[src/rtl/sdcard_cmd_responder.sv]
// SD/eMMC card-side CMD line responder: deframes and CRC7-checks host commands, then
// serializes a user R1/R2 response after NCR_MIN card-clock rises (pin-to-output ~4 i_clk).
module sdcard_cmd_responder #(
  parameter int NCR_MIN = 2,
  parameter int NCR_MAX = 64
) (
  input  logic         i_clk,
  input  logic         i_reset_n,
  input  logic         i_sd_ck,
  input  logic         i_cmd,
  output logic         o_cmd,
  output logic         o_cmd_oe,
  output logic         o_cmd_valid,
  output logic         o_cmd_err,
  output logic [5:0]   o_cmd_idx,
  output logic [31:0]  o_cmd_arg,
  input  logic         i_rsp_valid,
  output logic         o_rsp_ready,
  input  logic         i_rsp_long,
  input  logic [119:0] i_rsp_data,
  output logic         o_rsp_timeout,
  output logic         o_busy
);

  localparam int NCR_W = $clog2(NCR_MAX + 1);

  typedef enum logic [1:0] {IDLE, RX, WAIT, TX} state_t;

  function automatic logic [6:0] crc7_next(input logic [6:0] c, input logic b);
    logic fb;
    fb = c[6] ^ b;
    return {c[5:0], 1'b0} ^ (fb ? 7'h09 : 7'h00);
  endfunction

  function automatic logic [6:0] crc7_120(input logic [119:0] d);
    logic [6:0] c;
    c = '0;
    for (int i = 119; i >= 0; i--) c = crc7_next(c, d[i]);
    return c;
  endfunction

  logic ck_s1, ck_s2, ck_prev, cmd_s1, cmd_s2;
  logic rise, fall;

  state_t             state_q, state_d;
  logic [5:0]         bit_cnt;
  logic [6:0]         crc_q;
  logic [45:0]        rx_sr;
  logic [NCR_W-1:0]   ncr_cnt;
  logic               latched;
  logic [135:0]       tx_sr;
  logic               tx_long;
  logic [7:0]         tx_cnt;

  logic               end_bit, rx_err, hs, timeout_hit, tx_start, tx_done;
  logic [119:0]       crc_in;
  logic [6:0]         rsp_crc;
  logic [135:0]       rsp_frame;

  assign rise = ck_s2 & ~ck_prev;
  assign fall = ~ck_s2 & ck_prev;

  assign end_bit     = (state_q == RX) && rise && (bit_cnt == 6'd47);
  assign rx_err      = (crc_q != rx_sr[6:0]) || !rx_sr[45] || !cmd_s2;
  assign hs          = i_rsp_valid & o_rsp_ready;
  assign timeout_hit = (state_q == WAIT) && rise && !latched && !hs &&
                       (ncr_cnt == NCR_W'(NCR_MAX - 1));
  assign tx_start    = (state_q == WAIT) && fall && latched && (ncr_cnt >= NCR_W'(NCR_MIN));
  assign tx_done     = (state_q == TX) && fall && (tx_cnt == (tx_long ? 8'd136 : 8'd48));
  assign o_busy      = (state_q != IDLE);

  // Zero-padding the short payload leaves the CRC unchanged, so one CRC engine serves both frames.
  assign crc_in    = i_rsp_long ? i_rsp_data : {82'd0, i_rsp_data[37:0]};
  assign rsp_crc   = crc7_120(crc_in);
  assign rsp_frame = i_rsp_long ? {2'b00, 6'h3F, i_rsp_data, rsp_crc, 1'b1}
                                : {2'b00, i_rsp_data[37:0], rsp_crc, 1'b1, 88'd0};

  always_comb begin
    state_d = state_q;
    case (state_q)
      IDLE:    if (rise && !cmd_s2) state_d = RX;
      RX:      if (end_bit) state_d = rx_err ? IDLE : WAIT;
      WAIT: begin
        if (timeout_hit)   state_d = IDLE;
        else if (tx_start) state_d = TX;
      end
      TX:      if (tx_done) state_d = IDLE;
      default: state_d = IDLE;
    endcase
  end

  always_ff @(posedge i_clk) begin
    if (!i_reset_n) begin
      ck_s1         <= 1'b0;
      ck_s2         <= 1'b0;
      ck_prev       <= 1'b0;
      cmd_s1        <= 1'b1;
      cmd_s2        <= 1'b1;
      state_q       <= IDLE;
      bit_cnt       <= '0;
      crc_q         <= '0;
      rx_sr         <= '0;
      ncr_cnt       <= '0;
      latched       <= 1'b0;
      tx_sr         <= '0;
      tx_long       <= 1'b0;
      tx_cnt        <= '0;
      o_cmd         <= 1'b1;
      o_cmd_oe      <= 1'b0;
      o_cmd_valid   <= 1'b0;
      o_cmd_err     <= 1'b0;
      o_cmd_idx     <= '0;
      o_cmd_arg     <= '0;
      o_rsp_ready   <= 1'b0;
      o_rsp_timeout <= 1'b0;
    end else begin
      ck_s1         <= i_sd_ck;
      ck_s2         <= ck_s1;
      ck_prev       <= ck_s2;
      cmd_s1        <= i_cmd;
      cmd_s2        <= cmd_s1;
      state_q       <= state_d;
      o_cmd_valid   <= 1'b0;
      o_rsp_timeout <= 1'b0;
      o_rsp_ready   <= (state_q == WAIT) && (state_d == WAIT) && !latched && !hs;

      case (state_q)
        IDLE: begin
          if (rise && !cmd_s2) begin
            bit_cnt <= 6'd1;
            crc_q   <= '0;
          end
        end
        RX: begin
          if (rise) begin
            bit_cnt <= bit_cnt + 6'd1;
            rx_sr   <= {rx_sr[44:0], cmd_s2};
            // Bits 46..8 feed the CRC; the start bit is 0 and leaves a cleared CRC unchanged.
            if (bit_cnt <= 6'd39) crc_q <= crc7_next(crc_q, cmd_s2);
            if (end_bit) begin
              o_cmd_valid <= 1'b1;
              o_cmd_err   <= rx_err;
              o_cmd_idx   <= rx_sr[44:39];
              o_cmd_arg   <= rx_sr[38:7];
              ncr_cnt     <= '0;
              latched     <= 1'b0;
            end
          end
        end
        WAIT: begin
          if (rise && (ncr_cnt != NCR_W'(NCR_MAX))) ncr_cnt <= ncr_cnt + NCR_W'(1);
          if (hs) begin
            latched <= 1'b1;
            tx_sr   <= rsp_frame;
            tx_long <= i_rsp_long;
          end
          if (timeout_hit) o_rsp_timeout <= 1'b1;
          if (tx_start) begin
            o_cmd    <= tx_sr[135];
            o_cmd_oe <= 1'b1;
            tx_sr    <= {tx_sr[134:0], 1'b0};
            tx_cnt   <= 8'd1;
          end
        end
        TX: begin
          if (fall) begin
            if (tx_done) begin
              o_cmd_oe <= 1'b0;
              o_cmd    <= 1'b1;
            end else begin
              o_cmd  <= tx_sr[135];
              tx_sr  <= {tx_sr[134:0], 1'b0};
              tx_cnt <= tx_cnt + 8'd1;
            end
          end
        end
        default: ;
      endcase
    end
  end

endmodule

[config.mk]
export PLATFORM = sky130hd
export DESIGN_NAME = sdcard_cmd_responder
export DESIGN_NICKNAME = d
export VERILOG_FILES = /design/src/rtl/sdcard_cmd_responder.sv
export SDC_FILE = /design/constraint.sdc
export NUM_CORES = 1
export LEC_CHECK = 0
export ABC_AREA = 1
export ABC_CLOCK_PERIOD_IN_PS = 9800
export BUFFER_PORTS_ARGS = -buffer_cell sky130_fd_sc_hd__buf_2
export CAP_MARGIN = 10
export CORE_MARGIN = 2
export CORE_UTILIZATION = 50
export CTS_CLUSTER_SIZE = 8
export DETAILED_ROUTE_END_ITERATION = 8
export MAX_ROUTING_LAYER = met4
export PLACE_DENSITY = 0.7
export SETUP_SLACK_MARGIN = 0.15
export SKIP_CTS_REPAIR_TIMING = 1
export SYNTH_ARGS = -nofsm -noshare
export SYNTH_HDL_FRONTEND = slang
export SYNTH_SLANG_ARGS = --single-unit
[constraint.sdc]
create_clock -name i_clk -period 9.8 [get_ports i_clk]
set_input_delay 0.49 -clock i_clk [delete_from_list [all_inputs] [get_ports i_clk]]
set_output_delay 0.49 -clock i_clk [all_outputs]
set_load 0.05 [all_outputs]
# [Word level (Yosys, flattened, before mapping)]
# Cells that the tools add are included.
[word_totals] regBits=263 wordCells=497
[op_classes] n_addsub=3 n_lt_le_gt_ge=2 eq_ne=20 n_mux=165 bitwise_logic=245 n_reduce_logical=40
[op_table] operator="$xor A7 B4 Y7" count=118
[op_table] operator="$mux W136" count=4
[op_table] operator="$mux W4" count=121
[op_table] operator="$pmux W136 S2" count=1
[op_table] operator="$mux W134" count=1
[op_table] operator="$mux W120" count=1
[op_table] operator="$xor A1 B1 Y1" count=117
[op_table] operator="$mux W7" count=6
[op_table] operator="$mux W8" count=4
[op_table] operator="$pmux W7 S2" count=2
[op_table] operator="$reduce_and A4 Y1" count=6
[op_table] operator="$logic_and A1 B1 Y1" count=16
[op_table] operator="$ne A2 B2 Y1 const B" count=8
[op_table] operator="$pmux W8 S2" count=1
[op_table] operator="$mux W2" count=6
[op_table] operator="$mux W6" count=2
[op_table] operator="$pmux W6 S2" count=1
[op_table] operator="$reduce_and A3 Y1" count=4
[op_table] operator="$mux W1" count=11
[op_table] operator="$add A8 B1 Y8 const B" count=1
[op_table] operator="$eq A8 B8 Y1" count=1
[op_table] operator="$pmux W2 S4" count=1
[op_table] operator="$reduce_bool A2 Y1" count=4
[op_table] operator="$add A7 B1 Y7 const B" count=1
[op_table] operator="other kinds (21)" count=37

# [Depth between registers and ports, before layout]
# Gate-level depths: netlist of the first run.
[depth] depth_word=358 depth_mapped=84 mapped_depth_nobuf=82

# [Worst setup path before layout of the first run]
# OpenSTA, ideal clock, no wires.
[synth_path] path_type="input port to flip-flop" startpoint="input i_rsp_long" endpoint="register tx_sr[93]" setup_time_ps=127 arrival_time_ps=6066 slack_ps=3607 stages=75 path_cell_list="buf_6 -> buf_12 -> nand2_2 -> nor2_1 -> nor2_1 -> nand2_1 -> nand2_2 -> nand2_1 -> nand2_1 -> nand3_1 -> nand2_2 -> nand2_2 -> nand2_2 -> nand2_2 -> nand2_2 -> nand2_1 -> nand2_1 -> nand2_2 -> [39 not listed] -> nand2_4 -> nand2_1 -> nand2_2 -> inv_2 -> nand2_2 -> nand2_1 -> nand3_1 -> nand2_4 -> xor2_2 -> nand2_2 -> nand2_1 -> nand2_1 -> nand2_1 -> nand2_1 -> nand3_1 -> nand2_1 -> nand2_1 -> a21oi_2"
[synth_between] elab_chain_len=183 word_cells_on_any_way=349 classes_between="mux: 118; bitwise: 231"
[synth_rtl] item="start: declaration" line_no="19" rtl="input logic i_rsp_long,"
[synth_rtl] item="$mux W120" line_no="73" rtl="assign crc_in = i_rsp_long ? i_rsp_data : {82'd0, i_rsp_data[37:0]};"
[synth_rtl] item="$xor A1 B1 Y1" line_no="31" rtl="fb = c[6] ^ b;"
[synth_rtl] item="$mux W4" line_no="32" rtl="return {c[5:0], 1'b0} ^ (fb ? 7'h09 : 7'h00);"
[synth_rtl] item="$xor A6 B4 Y6" line_no="32"
[synth_rtl] item="$xor A7 B4 Y7 (3 in series)" line_no="32"
[synth_rtl] item="$xor A1 B1 Y1" line_no="31"
[synth_rtl] item="$mux W4" line_no="32"
[synth_rtl] item="$xor A7 B4 Y7 (4 in series)" line_no="32"
[synth_rtl] item="[158 not listed]"
[synth_rtl] item="$xor A7 B4 Y7 (4 in series)" line_no="32"
[synth_rtl] item="$xor A1 B1 Y1" line_no="31"
[synth_rtl] item="$mux W4" line_no="32"
[synth_rtl] item="$xor A7 B4 Y7 (2 in series)" line_no="32"
[synth_rtl] item="$mux W134 (*)" line_no="75" rtl="assign rsp_frame = i_rsp_long ? {2'b00, 6'h3F, i_rsp_data, rsp_crc, 1'b1}"
[synth_rtl] item="$mux W136 (*)" line_no="152" rtl="if (hs) begin"
[synth_rtl] item="$mux W136 (*)" line_no="158" rtl="if (tx_start) begin"
[synth_rtl] item="$pmux W136 S2 (*)" line_no="127" rtl="case (state_q)"
[synth_rtl] item="end signal: assignment" line_no="154" rtl="tx_sr <= rsp_frame;"
[synth_rtl] item="end signal: assignment" line_no="161" rtl="tx_sr <= {tx_sr[134:0], 1'b0};"
[synth_rtl] item="end signal: assignment" line_no="172" rtl="tx_sr <= {tx_sr[134:0], 1'b0};"
[synth_rtl] item="end: declaration" line_no="51" rtl="logic [135:0] tx_sr;"
# Mark *: on every way between the ends. The rest lies on a longest branch, timed or not. The select of a mux whose other input is x is not followed.
# A chain may end at the register's enable or synchronous reset.

# [Worst setup path in the final report of the first run]
[layout_path] startpoint="input i_rsp_long" endpoint="register tx_sr[92]"
[layout_between] elab_chain_len=183 word_cells_on_any_way=351 classes_between="mux: 119; bitwise: 232"
[layout_rtl] item="$mux W120" line_no="73"
[layout_rtl] item="$mux W4" line_no="32"
[layout_rtl] item="$xor A5 B4 Y5" line_no="32"
[layout_rtl] item="$xor A6 B4 Y6" line_no="32"
[layout_rtl] item="$xor A7 B4 Y7" line_no="32"
[layout_rtl] item="$xor A1 B1 Y1 / $xor A7 B4 Y7 (equally long branches)" line_no="31, 32"
[layout_rtl] item="$mux W4 / $xor A7 B4 Y7 (equally long branches)" line_no="32"
[layout_rtl] item="$xor A7 B4 Y7" line_no="32"
[layout_rtl] item="[167 not listed]"
[layout_rtl] item="$xor A7 B4 Y7" line_no="32"
[layout_rtl] item="$xor A7 B4 Y7 / $xor A1 B1 Y1 (equally long branches)" line_no="32, 31"
[layout_rtl] item="$xor A7 B4 Y7 / $mux W4 (equally long branches)" line_no="32"
[layout_rtl] item="$xor A7 B4 Y7" line_no="32"
[layout_rtl] item="$mux W134 (*)" line_no="75"
[layout_rtl] item="$mux W136 (*)" line_no="152"
[layout_rtl] item="$mux W136 (*)" line_no="158"
[layout_rtl] item="$pmux W136 S2 (*)" line_no="127"
# Marks and branches as above.

==> flow_metrics.tcl, run 1 <==
set metrics [dict create \
    dr.pass1.iters 5 \
    reg2reg_from "ncr_cnt[3]" \
    tightestPinTransition_ps 1140 \
    cts_tree "yes" \
    track_usage_pct 27.1 \
    postRouteAntennaNets 0 \
    clockBufferDepth 3 \
    end_kind "register" \
    slew_headroom_pct 24.1 \
    rsz0062_at_grt "false" \
    clock-sinks 263 \
    routed_via_density 5.40 \
    syn_nets 2755 \
    cts_buffers 39 \
    htree_levels 2 \
    maxCapViolCount 0 \
    arrival_ps 8050 \
    start_util_pct 51.1 \
    critPathMaxFanout 73 \
    fin_skew_ps 11.8 \
    die-width_um 184 \
    floorplan.die_area_sq_um 33800 \
    clock_latency_ps 540 \
    status "finished, final reports clean" \
    vias 16900 \
    cp_common_cell "nand2_1" \
    ys_seq_area_share_pct 32.5 \
    ctsRootBufferMaster "clkbuf_16" \
    yosysWarningCount 0 \
    portBuffers 170 \
    criticalPathCategory "in -> reg" \
    hold_end "ck_s1" \
    io_pins 171 \
    dpl.hpwl_um 32200 \
    syn2layout_area_growth_pct 12.7 \
    ys_types 41 \
    r2r-end "tx_sr[71]" \
    fin_tns_setup_ps 0 \
    ys_ff_latch 263 \
    crit_buf_inv 6 \
    drcViolationCount 0 \
    drive_above_1_share_pct 17.1 \
    final_min_period_over_clock_period_pct 78.1 \
    grt_pass1_vias 15800 \
    crit_slowest_cell "buf_4" \
    syn_avg_cell_area_sq_um 6.17 \
    drt-initial-drc-count 1291 \
    hold_viol 0 \
    fill_cells 3134 \
    grt_overflow 0 \
    num_rows 65 \
    min_from "i_sd_ck" \
    core-area_sq_um 31700 \
    wl_um 44900 \
    die_h_um 184 \
    seq_area_sq_um 5270 \
    fmax_mhz 131 \
    rr_worst_depth 13 \
    grt_max_degree 98 \
    path_delay_family "simple AND/OR/NAND/NOR gates" \
    max_stage_delay_ps 550 \
    antenna_found_initial 1 \
    cp-start-kind "input pin" \
    hp-class "in -> reg" \
    period_needed_ps 7660 \
    rrSetupSlack_ps 5050 \
    grt_pass1_wl_um 74200 \
    finalSetupViolCount 0 \
    multiInputGateArea_sq_um 9420 \
    clk_pin_slew_ps 50 \
    routedWlPerCell_um 14.3 \
    syn_area_sq_um 16200 \
    nets 2863 \
    final_max_slew_viol_count 0 \
    hold_depth 3 \
    crit_required_ps 10190 \
    synth_cells 2623 \
    gp_congestion 0.964 \
]
layer usage:
| metal | vias up | global-route usage (%) | wire (um) |
|---|---|---|---|
| li1 | 8699 | - | - |
| met1 | 7682 | 33.8 | 20100 |
| met2 | 455 | 45.2 | 21000 |
| met3 | 110 | 3.76 | 2410 |
| met4 | 0 | 9.44 | 1430 |
| met5 | - | - | 0 |
cell usage in the layout, fill, tap and decap left out, types with 4 or more instances in the layout:
cell type	count
nand2_2	142
nand2_1	866
inv_2	41
nand2_4	15
inv_1	224
ha_1	6
nand3b_1	6
xor2_1	6
a211oi_1	9
nand3_1	368
buf_2	168
xnor2_1	4
nor3_1	8
a311oi_1	6
o21ai_0	141
clkbuf_16	39
a31oi_1	113
nor4_1	10
dfxtp_1	263
a21oi_1	72
nand4_1	4
nor2_1	151
buf_4	14
nand3_2	23
nor2_2	7
registers in the layout, indices dropped and copies added, names as in the netlist, 2 cells and up:
signal / flops
bit_cnt: 6
crc_q: 7
ncr_cnt: 7
o_cmd_arg: 32
o_cmd_idx: 6
rx_sr: 46
state_q: 2
tx_cnt: 8
tx_sr: 136
synth_stat cells:
library cell	n	share of area, %
xor2_1	6	0.32
buf_6	9	0.63
buf_12	1	0.12
a22o_1	1	0.054
xnor2_1	4	0.22
o211a_1	1	0.062
o41ai_1	1	0.054
nand3b_2	1	0.070
xor2_2	1	0.10
buf_1	4	0.093
a2111oi_0	1	0.054
nor4_1	10	0.39
a21oi_2	2	0.11
a211oi_1	9	0.42
xnor2_2	1	0.10
a31oi_1	114	4.4
inv_1	225	5.2
clkbuf_1	96	2.2
or2_2	2	0.077
nand3_2	23	1.4
ha_1	6	0.46
nand2_2	142	5.5
o211ai_2	1	0.077
a21oi_1	72	2.2
nand3b_1	6	0.28
nor2_2	6	0.23
buf_4	3	0.14
dfxtp_1	263	33
o22ai_1	3	0.12
nand2_1	866	20
nor3_1	8	0.25
nand3_1	368	11
a41oi_1	1	0.054
nand2_4	15	1.0
inv_2	43	1.0
dlygate4sd1_1	2	0.11
nor2_1	154	3.6
nand4_1	4	0.15
o21bai_1	1	0.046
o21ai_0	141	4.4
a311oi_1	6	0.32
layout make-up:
cell class / count / share of cell area, %
clock buffer: 43 / 5.48
antenna: 1 / 0.0137
timing repair buffer: 182 / 5.18
multi-input combinational: 1977 / 51.6
tap: 402 / 2.75
clock inverter: 4 / 0.603
inverter: 268 / 5.54
sequential: 263 / 28.8
cells by family (layout without fill, tap and decap cells):
logic type | count (synthesis) | in the layout | synth area share (%)
other | 0 | 1 | 0
and+or+nand+nor | 1605 | 1605 | 44.4
xor gates and xnor gates | 12 | 12 | 0.742
AOI/OAI and AO/OA | 354 | 354 | 12.4
adders and majority gates | 6 | 6 | 0.464
DFF | 263 | 263 | 32.5
buffers and inverters | 383 | 497 | 9.53
worst reg2reg max path, cell delays in order (launching register included):
cell and delay (ps):
dfxtp_1 350, nor4_1 400, nand2_1 90, nand2_1 160
inv_1 100, nor2_4 80, buf_4 500, clkinv_2 580
nor2_1 550, inv_1 170, nor2_4 640, buf_4 660
nand2_1 160, a31oi_1 220
how the worst max path moves through the flow:
| stage | start | endpoint | slack [ps] | cells after the start |
|---|---|---|---|---|
| detailed placement | i_rsp_long | tx_sr[92] | 1740 | 72 |
| CTS | i_rsp_long | tx_sr[92] | 2290 | 72 |
| finish | i_rsp_long | tx_sr[92] | 2140 | 72 |
| global route | i_rsp_long | tx_sr[93] | 1100 | 70 |
| floorplan | i_rsp_long | tx_sr[93] | 3610 | 75 |
| global placement | i_rsp_long | tx_sr[92] | 1980 | 72 |
metrics by stage:
stage / hold slack, ps / util [%] / cells / setup slack, ps / cell area, sq um
floorplan: 390 / - / 2623 / 3610 / 16200
global placement: 403 / 54.1 / 3092 / 1980 / 17100
detailed placement: 398 / 54.1 / 3092 / 1740 / 17100
CTS: 136 / 57.6 / 3139 / 2290 / 18300
global route: 149 / 57.6 / 3140 / 1100 / 18300
finish: 147 / 57.6 / 3140 / 2140 / 18300
Power of run 1 is left out: the tool's default activity adds up to more than one toggle a clock period on the data nets, which glitch-free logic cannot reach.
==> run 2: changes to the inputs <==
--- a/config.mk
+++ b/config.mk
@@ -5,8 +5,8 @@
 export SDC_FILE = /design/constraint.sdc
 export NUM_CORES = 1
 export LEC_CHECK = 0
-export ABC_AREA = 1
-export ABC_CLOCK_PERIOD_IN_PS = 9800
+export ABC_AREA = 0
+export ABC_CLOCK_PERIOD_IN_PS = 7400
 export BUFFER_PORTS_ARGS = -buffer_cell sky130_fd_sc_hd__buf_2
 export CAP_MARGIN = 10
 export CORE_MARGIN = 2
==> constraint.sdc (replaced) <==
create_clock -name i_clk -period 7.4 [get_ports i_clk]
set_input_delay 0.37 -clock i_clk [delete_from_list [all_inputs] [get_ports i_clk]]
set_output_delay 0.37 -clock i_clk [all_outputs]
set_load 0.05 [all_outputs]
==> flow_metrics.tcl, run 2 <==
set metrics [dict create \
    crit_end "tx_sr[91]" \
    fin_tns_setup_ps 0 \
    synthTopCellsByArea "dfxtp_1, nand2_1, xnor3_1" \
    seq_area_sq_um 5270 \
    ys_ff_latch 263 \
    tightestPinTransition_ps 1030 \
    gp_congestion 0.932 \
    yosys.area.top_type_share_pct 35.8 \
    routedWlPerCell_um 17.7 \
    arrival_ps 6190 \
    end_kind "register" \
    die_h_um 176 \
    layout_commonest_cell "nand2_1" \
    cts_tree "yes" \
    fmax_mhz 174 \
    reg_top3 "tx_sr x136, rx_sr x46, o_cmd_arg x32" \
    htree_levels 2 \
    syn_avg_cell_area_sq_um 8.57 \
    nets 1948 \
    die-width_um 176 \
    drcViolationCount 0 \
    syn2layout_area_growth_pct 14.2 \
    synth_area_leader_cell "dfxtp_1" \
    use_met3_pct 3.77 \
    cts_buffers 39 \
    vias 12400 \
    mostFrequentLayoutCells "nand2_1, dfxtp_1, buf_2, a21oi_1, nor2_1" \
    core-area_sq_um 28900 \
    final_min_period_over_clock_period_pct 77.8 \
    cp_common_cell "xnor2_1" \
    slew_headroom_pct 31.2 \
    hold_viol 0 \
    dpl.hpwl_um 27200 \
    num_rows 62 \
    top_register "tx_sr" \
    ctsRootBufferMaster "clkbuf_16" \
    syn_area_sq_um 14700 \
    routed_via_density 5.61 \
    yosysWarningCount 0 \
    reg2reg_from "state_q[0]" \
    drive_above_1_share_pct 14.3 \
    grt_pass1_wl_um 62000 \
    ys_seq_area_share_pct 35.8 \
    final_max_slew_viol_count 0 \
    portBuffers 170 \
    synth_edf_count 0 \
    maxCapViolCount 0 \
    hold_depth 2 \
    met2_usage_pct 40.1 \
    r2r-end "ncr_cnt[5]" \
    max_stage_delay_ps 540 \
    fin_skew_ps 24.6 \
    track_usage_pct 25.9 \
    crit_start "i_rsp_data[119]" \
    grt_overflow 0 \
    hp-class "in -> reg" \
    rr_worst_depth 9 \
    postRouteAntennaNets 0 \
    synth_cells 1719 \
    clk_pin_slew_ps 50 \
    status "finished, final reports clean" \
    clock_latency_ps 530 \
    clockBufferDepth 3 \
    wl_um 39200 \
    fin_util_pct 58.3 \
    finalSetupViolCount 0 \
    fill_cells 2617 \
    rsz0062_at_grt "false" \
    multiInputGateArea_sq_um 8990 \
    dr.pass1.iters 5 \
    largest_reg_flops 136 \
    period_needed_ps 5760 \
    clock-sinks 263 \
    antenna_found_initial 2 \
    cp-start-kind "input pin" \
    crit_chain "buf_2 > xnor3_2 > xnor2_2 > xor3_1 > xnor3_1 > xnor2_1 > mux2i_1 > xor3_1 > xor2_1 > xnor2_2 > xnor2_1 > xnor3_1 > xnor3_1 > xnor2_1 > xnor2_2 > xnor2_1 > o2111ai_1 > and3_1" \
    async_flop_share_pct 0 \
    grt_max_degree 198 \
    ys.flop_type "dfxtp_1" \
    synth_commonest_cells "nand2_1, dfxtp_1, a21oi_1" \
    drt-initial-drc-count 965 \
    criticalPathCategory "in -> reg" \
    met1_usage_pct 34.7 \
    crit_slowest_cell "mux2i_1" \
    start_util_pct 51.0 \
    io_pins 171 \
    crit_required_ps 7830 \
    rrSetupSlack_ps 3580 \
    grt.busiest_layer "met2" \
    critPathMaxFanout 4 \
    floorplan.die_area_sq_um 30800 \
    syn_nets 1851 \
    ys_types 53 \
    yosysMostFrequentCell "nand2_1" \
    grt_pass1_vias 11600 \
]
run 2: cell count changes in the layout (fill, tap and decap cells not counted), sizes merged, moves of 61 or more:
cell   previous run  this run
a31oi           114         1
inv             267         9
nand3           391        89
a21oi            74       157
xnor3             0        61
o21ai           141        19
xnor2             5       142
nand2          1023       359
run 2: per-stage QoR:
step / std cells / hold slack, ps / setup slack, ps / area [sq um]
after CTS: 2205 / 17.1 / 1650 / 16800
after global routing: 2207 / 9.36 / 1380 / 16800
after detailed placement: 2159 / 402 / 1120 / 15700
after floorplan: 1719 / 386 / 1820 / 14700
after global placement: 2159 / 398 / 1210 / 15700
final: 2207 / 26.6 / 1640 / 16800
run 2: cells by family after synthesis:
kind of cell	after synthesis	share of synthesized area, %
flops	263	35.8
mux	37	2.55
fa+ha+maj	6	0.510
compound gates	307	13.3
buf+inv	134	3.42
xor+xnor	283	24.6
simple gates	689	19.8
run 2: worst min-delay path by stage:
stage           start  endpoint  slack (ps)
6_report        i_cmd    cmd_s1          30
4_1_cts         i_cmd    cmd_s1          20
2_1_floorplan  cmd_s1    cmd_s2         390
5_1_grt         i_cmd    cmd_s1           9
3_5_place_dp   cmd_s1    cmd_s2         400
3_3_place_gp   cmd_s1    cmd_s2         400
run 2: final cells by class:
type                    instances  area share, %
flip-flops and latches        263           31.3
inverters                       7          0.186
multi-input cells            1322           53.5
clock inverters                 4          0.461
diodes                          2         0.0298
clock buffers                  42           5.93
well taps                     384           2.86
repair buffers                183           5.73
run 2: routing by layer:
| layer | vias to the layer above | routed length [um] |
|---|---|---|
| met5 | - | 0 |
| met4 | 0 | 1320 |
| met3 | 79 | 2280 |
| met2 | 365 | 17800 |
| met1 | 5878 | 17800 |
| li1 | 6063 | - |
run 2: critical path: cells and delay by family:
family | cells | cell delay [ps]
XOR/XNOR | 14 | 4790
AND/OR/NAND/NOR | 1 | 210
multiplexers | 1 | 540
buffers and inverters | 1 | 130
AO/OA/AOI/OAI | 1 | 140
Power of run 2 is left out for the same reason.
